<file path="config.mk">
export PLATFORM = sky130hd
export DESIGN_NAME = pipelined_bls_subtractor
export DESIGN_NICKNAME = d
export VERILOG_FILES = /design/src/rtl/pipelined_bls_subtractor.sv
export SDC_FILE = /design/constraint.sdc
export NUM_CORES = 1
export LEC_CHECK = 0
export ABC_AREA = 1
export BUFFER_PORTS_ARGS = -buffer_cell sky130_fd_sc_hd__buf_2
export CAP_MARGIN = 20
export CORE_MARGIN = 5
export CORE_UTILIZATION = 30
export CTS_CLUSTER_DIAMETER = 60
export DETAILED_ROUTE_END_ITERATION = 10
export PLACE_DENSITY = 0.45
export RECOVER_POWER = 100
export SYNTH_ARGS = -nofsm -noshare
export SYNTH_HDL_FRONTEND = slang
export SYNTH_SLANG_ARGS = --single-unit
</file>
<file path="constraint.sdc">
create_clock -name clk -period 3.4 [get_ports clk]
set_input_delay 0.51 -clock clk [delete_from_list [all_inputs] [get_ports clk]]
set_output_delay 0.51 -clock clk [all_outputs]
set_load 0.02 [all_outputs]
</file>
<file path="src/rtl/pipelined_bls_subtractor.sv">
// WIDTH-bit borrow-lookahead subtractor (Diff = X - Y - Bin). Each pipeline stage resolves one GROUP-bit
// slice, and the borrow is registered between slices. Valid/ready handshakes sit on both sides.
module pipelined_bls_subtractor #(
    parameter int WIDTH = 16,
    parameter int GROUP = 4
) (
    input  logic             clk,
    input  logic             rst,
    input  logic             in_valid,
    output logic             in_ready,
    input  logic [WIDTH-1:0] X,
    input  logic [WIDTH-1:0] Y,
    input  logic             Bin,
    output logic             out_valid,
    input  logic             out_ready,
    output logic [WIDTH-1:0] Diff,
    output logic             Bout,
    output logic             Zero,
    output logic             Neg,
    output logic             Ovf
);
    localparam int NG = WIDTH / GROUP;

    // Every borrow is a flat sum of generate/propagate products, so no ripple path exists inside a slice.
    function automatic logic [GROUP:0] slice_borrows(input logic [GROUP-1:0] x,
                                                     input logic [GROUP-1:0] y,
                                                     input logic             b_in);
        logic [GROUP-1:0] g;
        logic [GROUP-1:0] p;
        logic [GROUP:0]   b;
        logic             term;
        g    = ~x & y;
        p    = ~(x ^ y);
        b    = '0;
        b[0] = b_in;
        for (int i = 0; i < GROUP; i++) begin
            term = b_in;
            for (int k = 0; k <= i; k++) term = term & p[k];
            b[i+1] = term;
            for (int j = 0; j <= i; j++) begin
                term = g[j];
                for (int k = j + 1; k <= i; k++) term = term & p[k];
                b[i+1] = b[i+1] | term;
            end
        end
        return b;
    endfunction

    // Stage registers. Each stage carries the full operand words forward. Only the slices
    // that later stages have not yet used are live.
    logic             s_v [NG];
    logic [WIDTH-1:0] s_x [NG];
    logic [WIDTH-1:0] s_y [NG];
    logic [WIDTH-1:0] s_d [NG];
    logic             s_b [NG];
    logic             started;
    logic             zero_q, neg_q, ovf_q;

    // Stage inputs and computed next values
    logic             cur_v [NG];
    logic [WIDTH-1:0] cur_x [NG];
    logic [WIDTH-1:0] cur_y [NG];
    logic [WIDTH-1:0] cur_d [NG];
    logic             cur_b [NG];
    logic [GROUP-1:0] xs    [NG];
    logic [GROUP-1:0] ys    [NG];
    logic [GROUP:0]   brw   [NG];
    logic [WIDTH-1:0] nxt_d [NG];
    logic             nxt_b [NG];
    logic             zero_n, neg_n, ovf_n;
    logic             adv;

    assign adv       = ~s_v[NG-1] | out_ready;
    assign in_ready  = adv & started;
    assign out_valid = s_v[NG-1];
    assign Diff      = s_d[NG-1];
    assign Bout      = s_b[NG-1];
    assign Zero      = zero_q;
    assign Neg       = neg_q;
    assign Ovf       = ovf_q;

    // NOTE: every always_comb output is assigned on every path before use, so no latch is inferred.
    always_comb begin
        cur_v[0] = in_valid & in_ready;
        cur_x[0] = X;
        cur_y[0] = Y;
        cur_d[0] = '0;
        cur_b[0] = Bin;
        for (int k = 1; k < NG; k++) begin
            cur_v[k] = s_v[k-1];
            cur_x[k] = s_x[k-1];
            cur_y[k] = s_y[k-1];
            cur_d[k] = s_d[k-1];
            cur_b[k] = s_b[k-1];
        end
        for (int k = 0; k < NG; k++) begin
            xs[k]    = cur_x[k][k*GROUP +: GROUP];
            ys[k]    = cur_y[k][k*GROUP +: GROUP];
            brw[k]   = slice_borrows(xs[k], ys[k], cur_b[k]);
            nxt_d[k] = cur_d[k];
            nxt_d[k][k*GROUP +: GROUP] = xs[k] ^ ys[k] ^ brw[k][GROUP-1:0];
            nxt_b[k] = brw[k][GROUP];
        end
        zero_n = (nxt_d[NG-1] == '0);
        neg_n  = nxt_d[NG-1][WIDTH-1];
        ovf_n  = (cur_x[NG-1][WIDTH-1] != cur_y[NG-1][WIDTH-1]) &&
                 (nxt_d[NG-1][WIDTH-1] != cur_x[NG-1][WIDTH-1]);
    end

    // NOTE: sequential state uses non-blocking assignments, so every stage samples the values
    //       that its neighbour held before this edge.
    always_ff @(posedge clk or posedge rst) begin
        if (rst) begin
            // NOTE: the data registers are reset along with the valids because Diff and the flags
            //       are visible outputs that must read 0 after reset.
            for (int k = 0; k < NG; k++) begin
                s_v[k] <= 1'b0;
                s_x[k] <= '0;
                s_y[k] <= '0;
                s_d[k] <= '0;
                s_b[k] <= 1'b0;
            end
            started <= 1'b0;
            zero_q  <= 1'b0;
            neg_q   <= 1'b0;
            ovf_q   <= 1'b0;
        end else begin
            started <= 1'b1;
            if (adv) begin
                for (int k = 0; k < NG; k++) begin
                    s_v[k] <= cur_v[k];
                    // Bubbles leave the data untouched, so the output holds its last result.
                    if (cur_v[k]) begin
                        s_x[k] <= cur_x[k];
                        s_y[k] <= cur_y[k];
                        s_d[k] <= nxt_d[k];
                        s_b[k] <= nxt_b[k];
                    end
                end
                if (cur_v[NG-1]) begin
                    zero_q <= zero_n;
                    neg_q  <= neg_n;
                    ovf_q  <= ovf_n;
                end
            end
        end
    end

endmodule

</file>
==> results.md <==
- Fillers: approximately 1500
- Vias post-DR: 3128
- Net Sw Frac: 37.4%
- CTS tree: built
- Leakage: 2.67 nW
- Cell area power density: 863 nW/um^2
- Crit path capture: cur_y[28]
- Gr ovfl total: 0
- RSZ-0062 raised after global routing: no
- Max Clock Skew: around 5.4 ps
- Post-Place Setup Slack: between 1000 and 1500 ps
- Fmax: about 0.47 GHz
- Crit path max fanout: 26
- Final slew viol count: 0
- Startpoint types: flop
- Critical path depth in cells: 4
- Crit-path most repeated cell: nand2_1
- Clock latency on the worst-skew pair: roughly 340 ps
- N_diodes: 0
- Ys Warns: 0
- Reg-to-Reg End: cur_y[28]
- Die width: ~130 um
- CP required: 3590 ps
- Final setup vio count: 0
- Initial Util: just over 30%
- Routed WL per cell: 12.0 um
- Clock Sink Count: 99
- Slew headroom: approximately a fifth
- Synth Register Bits: 99
- Buf/Inv on CP: 1
- I/O pins: 59
- Max Cap Viol: 0
- Core area: 14600 sq um
- Period utilisation layout: 63.0%
- Status: finished, final reports clean
- Post-synthesis sequential area ratio: 55.3%
- CTS resizes: 0
- Dpl cells: 726
- Syn Nets: 560
- DR pass1 iterations: 4
- Post-detailed-route via-to-cell ratio: 4.22
- Layout Cells excl Fill: about 740
- Initial antenna violation count: 0
- Hold Fails Final Rpt: 0
- Power share of the combinational group: between 30% and 40%
- Setup TNS: 0 ps
- Crit end category: flop
- Average cell area after synthesis: 8.98 sq um
- Worst setup path startpoint: out_valid
- First-pass GRT wire length: 15600 um
- WL final: slightly below 9000 um
- Vias in the first global route: 3276
- Final HPWL from detailed placement: between 6000 and 7000 um
- CTS Buffer Depth: 2
- Reg2Reg Setup Slack: approximately 1300 ps
- Post-Synthesis Cells: 499
- PnR Total Power: 0.00442 W
- Clock power frac: 22.6%
- Largest net degree at the start of global routing: 58
- Layout cell share with drive strength beyond 1: 10.1%
- Crit-path slowest cell: inv_1
- Worst setup path class: flop to flop
- DR iter-0 viols: 149
- Clk root buf: clkbuf_16
- # port buffers: between 50 and 60
- Power Internal: 0.00276 W
- Fin nets: around 600
- Hold crit path type: primary input to asynchronous set/reset pin
- Die height: about 130 um
- Final ANT Viol Nets: 0
- Mapped cell area: roughly 4500 sq um
- H-tree depth: 3
- Cts bufs inserted: 9
- Final core occ: between 30% and 40%
- Period minus WS final: about 2100 ps
- Core Rows: 44
- Worst-Margin Slew: 1220 ps
- CP cell instances: nand2_1 > nand2_1 > inv_1 > o21ai_0
- Postcts setup bufs: 0
- Die ar.: 17500 sq um
- Synth unique cells: 29
- Net load switching power: 0.00165 W
- GRT Total Usage: 10.7%
- R2R depth: 4
- DRC: 0
- Routability cong.: 0.700
- Layout area overhead: 14.2%
- Cell family with most CP delay: buffers and inverters
- Worst-path clk slew: approximately 60 ps
- CTS Hold Bufs: 0
- Fraction of power consumed by sequential logic: ~43%
- CP Data Arrival Time: 2330 ps
- VDD IR max: 0.338 mV
- Fin worst setup slack: 1260 ps
- Delay of the slowest critical-path stage: 760 ps
- Reg2reg start: out_valid
[through the flow]
step | instance area, sq um | hold WS, ps
finish | 5120 | 299
floorplan | 4480 | 442
global route | 5120 | 360
global placement | 4900 | 458
CTS | 5200 | 325
detailed placement | 4900 | 455
[metal layers]
metal | vias to the layer above | share of wire (%) | track usage, %
li1 | 1649 | - | -
met1 | 1419 | 52 | 15.1
met2 | 54 | 42 | 15.6
met3 | 6 | 5.4 | 3.74
met4 | 0 | 0.94 | 3.22
met5 | - | 0 | 0
[layout by cell type, fill, tap and decap left out, drive strengths merged]
| master | n |
|---|---|
| ha | 20 |
| nor2 | 23 |
| clkinv | 1 |
| a21oi | 2 |
| conb | 1 |
| clkbuf | 39 |
| nand3b | 6 |
| or2 | 2 |
| a2bb2oi | 1 |
| a22oi | 1 |
| o21ai | 44 |
| nand3 | 8 |
| dfrtp | 99 |
| buf | 35 |
| inv | 52 |
| fa | 4 |
| a31oi | 4 |
| xor2 | 4 |
| nand2 | 209 |
| nand4 | 2 |
[kinds of logic (layout without fill, tap and decap cells)]
kind of cell | Yosys count | after routing | share of synthesized area [%]
buf+inv | 69 | 127 | 7.12
flops | 99 | 99 | 55.3
fa+ha+maj | 24 | 24 | 7.37
xor+xnor | 4 | 4 | 0.782
simple gates | 250 | 250 | 22.9
other cells | 1 | 1 | 0.0837
compound gates | 52 | 52 | 6.48
[synth_stat cells, drive strengths merged]
| cell type | count | area share, % |
|---|---|---|
| or2 | 2 | 0.28 |
| nand4 | 2 | 0.28 |
| a31oi | 4 | 0.56 |
| conb | 1 | 0.084 |
| dfrtp | 99 | 55 |
| nand2 | 209 | 18 |
| xor2 | 4 | 0.78 |
| nor2 | 23 | 2.3 |
| a21oi | 2 | 0.22 |
| buf | 17 | 2.6 |
| o21ai | 44 | 5.3 |
| fa | 4 | 1.8 |
| a2bb2oi | 1 | 0.20 |
| nand3b | 6 | 1.0 |
| ha | 20 | 5.6 |
| a22oi | 1 | 0.17 |
| nand3 | 8 | 0.89 |
| inv | 52 | 4.5 |
[registers in the layout, summed over array words and instances, names as in the netlist]
| register | flops |
|---|---|
| Bout | 1 |
| Diff | 16 |
| Ovf | 1 |
| Zero | 1 |
| brw | 3 |
| cur_d | 24 |
| cur_v | 3 |
| cur_x | 24 |
| cur_y | 24 |
| out_valid | 1 |
| started | 1 |
[layout make-up]
class                      count  area (sq um)  share of cell area, %
clock buffer                  14           294                   5.74
clock inverter                 1          5.00                 0.0978
inverter                      52           205                   4.01
multi-input combinational    331          1640                   32.0
sequential                    99          2480                   48.4
tap                          184           230                   4.50
timing repair buffer          60           269                   5.26
[power groups by stage]
stage                     clock, W  sequential (W)  combinational, W
after floorplan                  0         0.00197           0.00112
after detailed placement         0         0.00191           0.00161
final                      0.00100         0.00189           0.00153
after CTS                  0.00104         0.00189           0.00163
after global placement           0         0.00191           0.00158
after global routing       0.00109         0.00195           0.00182
[worst min path at each step]
stage                    from   endpoint  slack [ps]  cells past startpoint
finish                    rst    Diff[2]         300                      2
global route             Y[9]  cur_y[41]         360                      3
CTS                       rst  out_valid         320                      2
detailed placement  cur_d[21]   cur_d[5]         460                      2
global placement     cur_v[1]   cur_v[1]         460                      2
floorplan           cur_d[32]  cur_d[16]         440                      2
(Power assumes the default switching activity.)
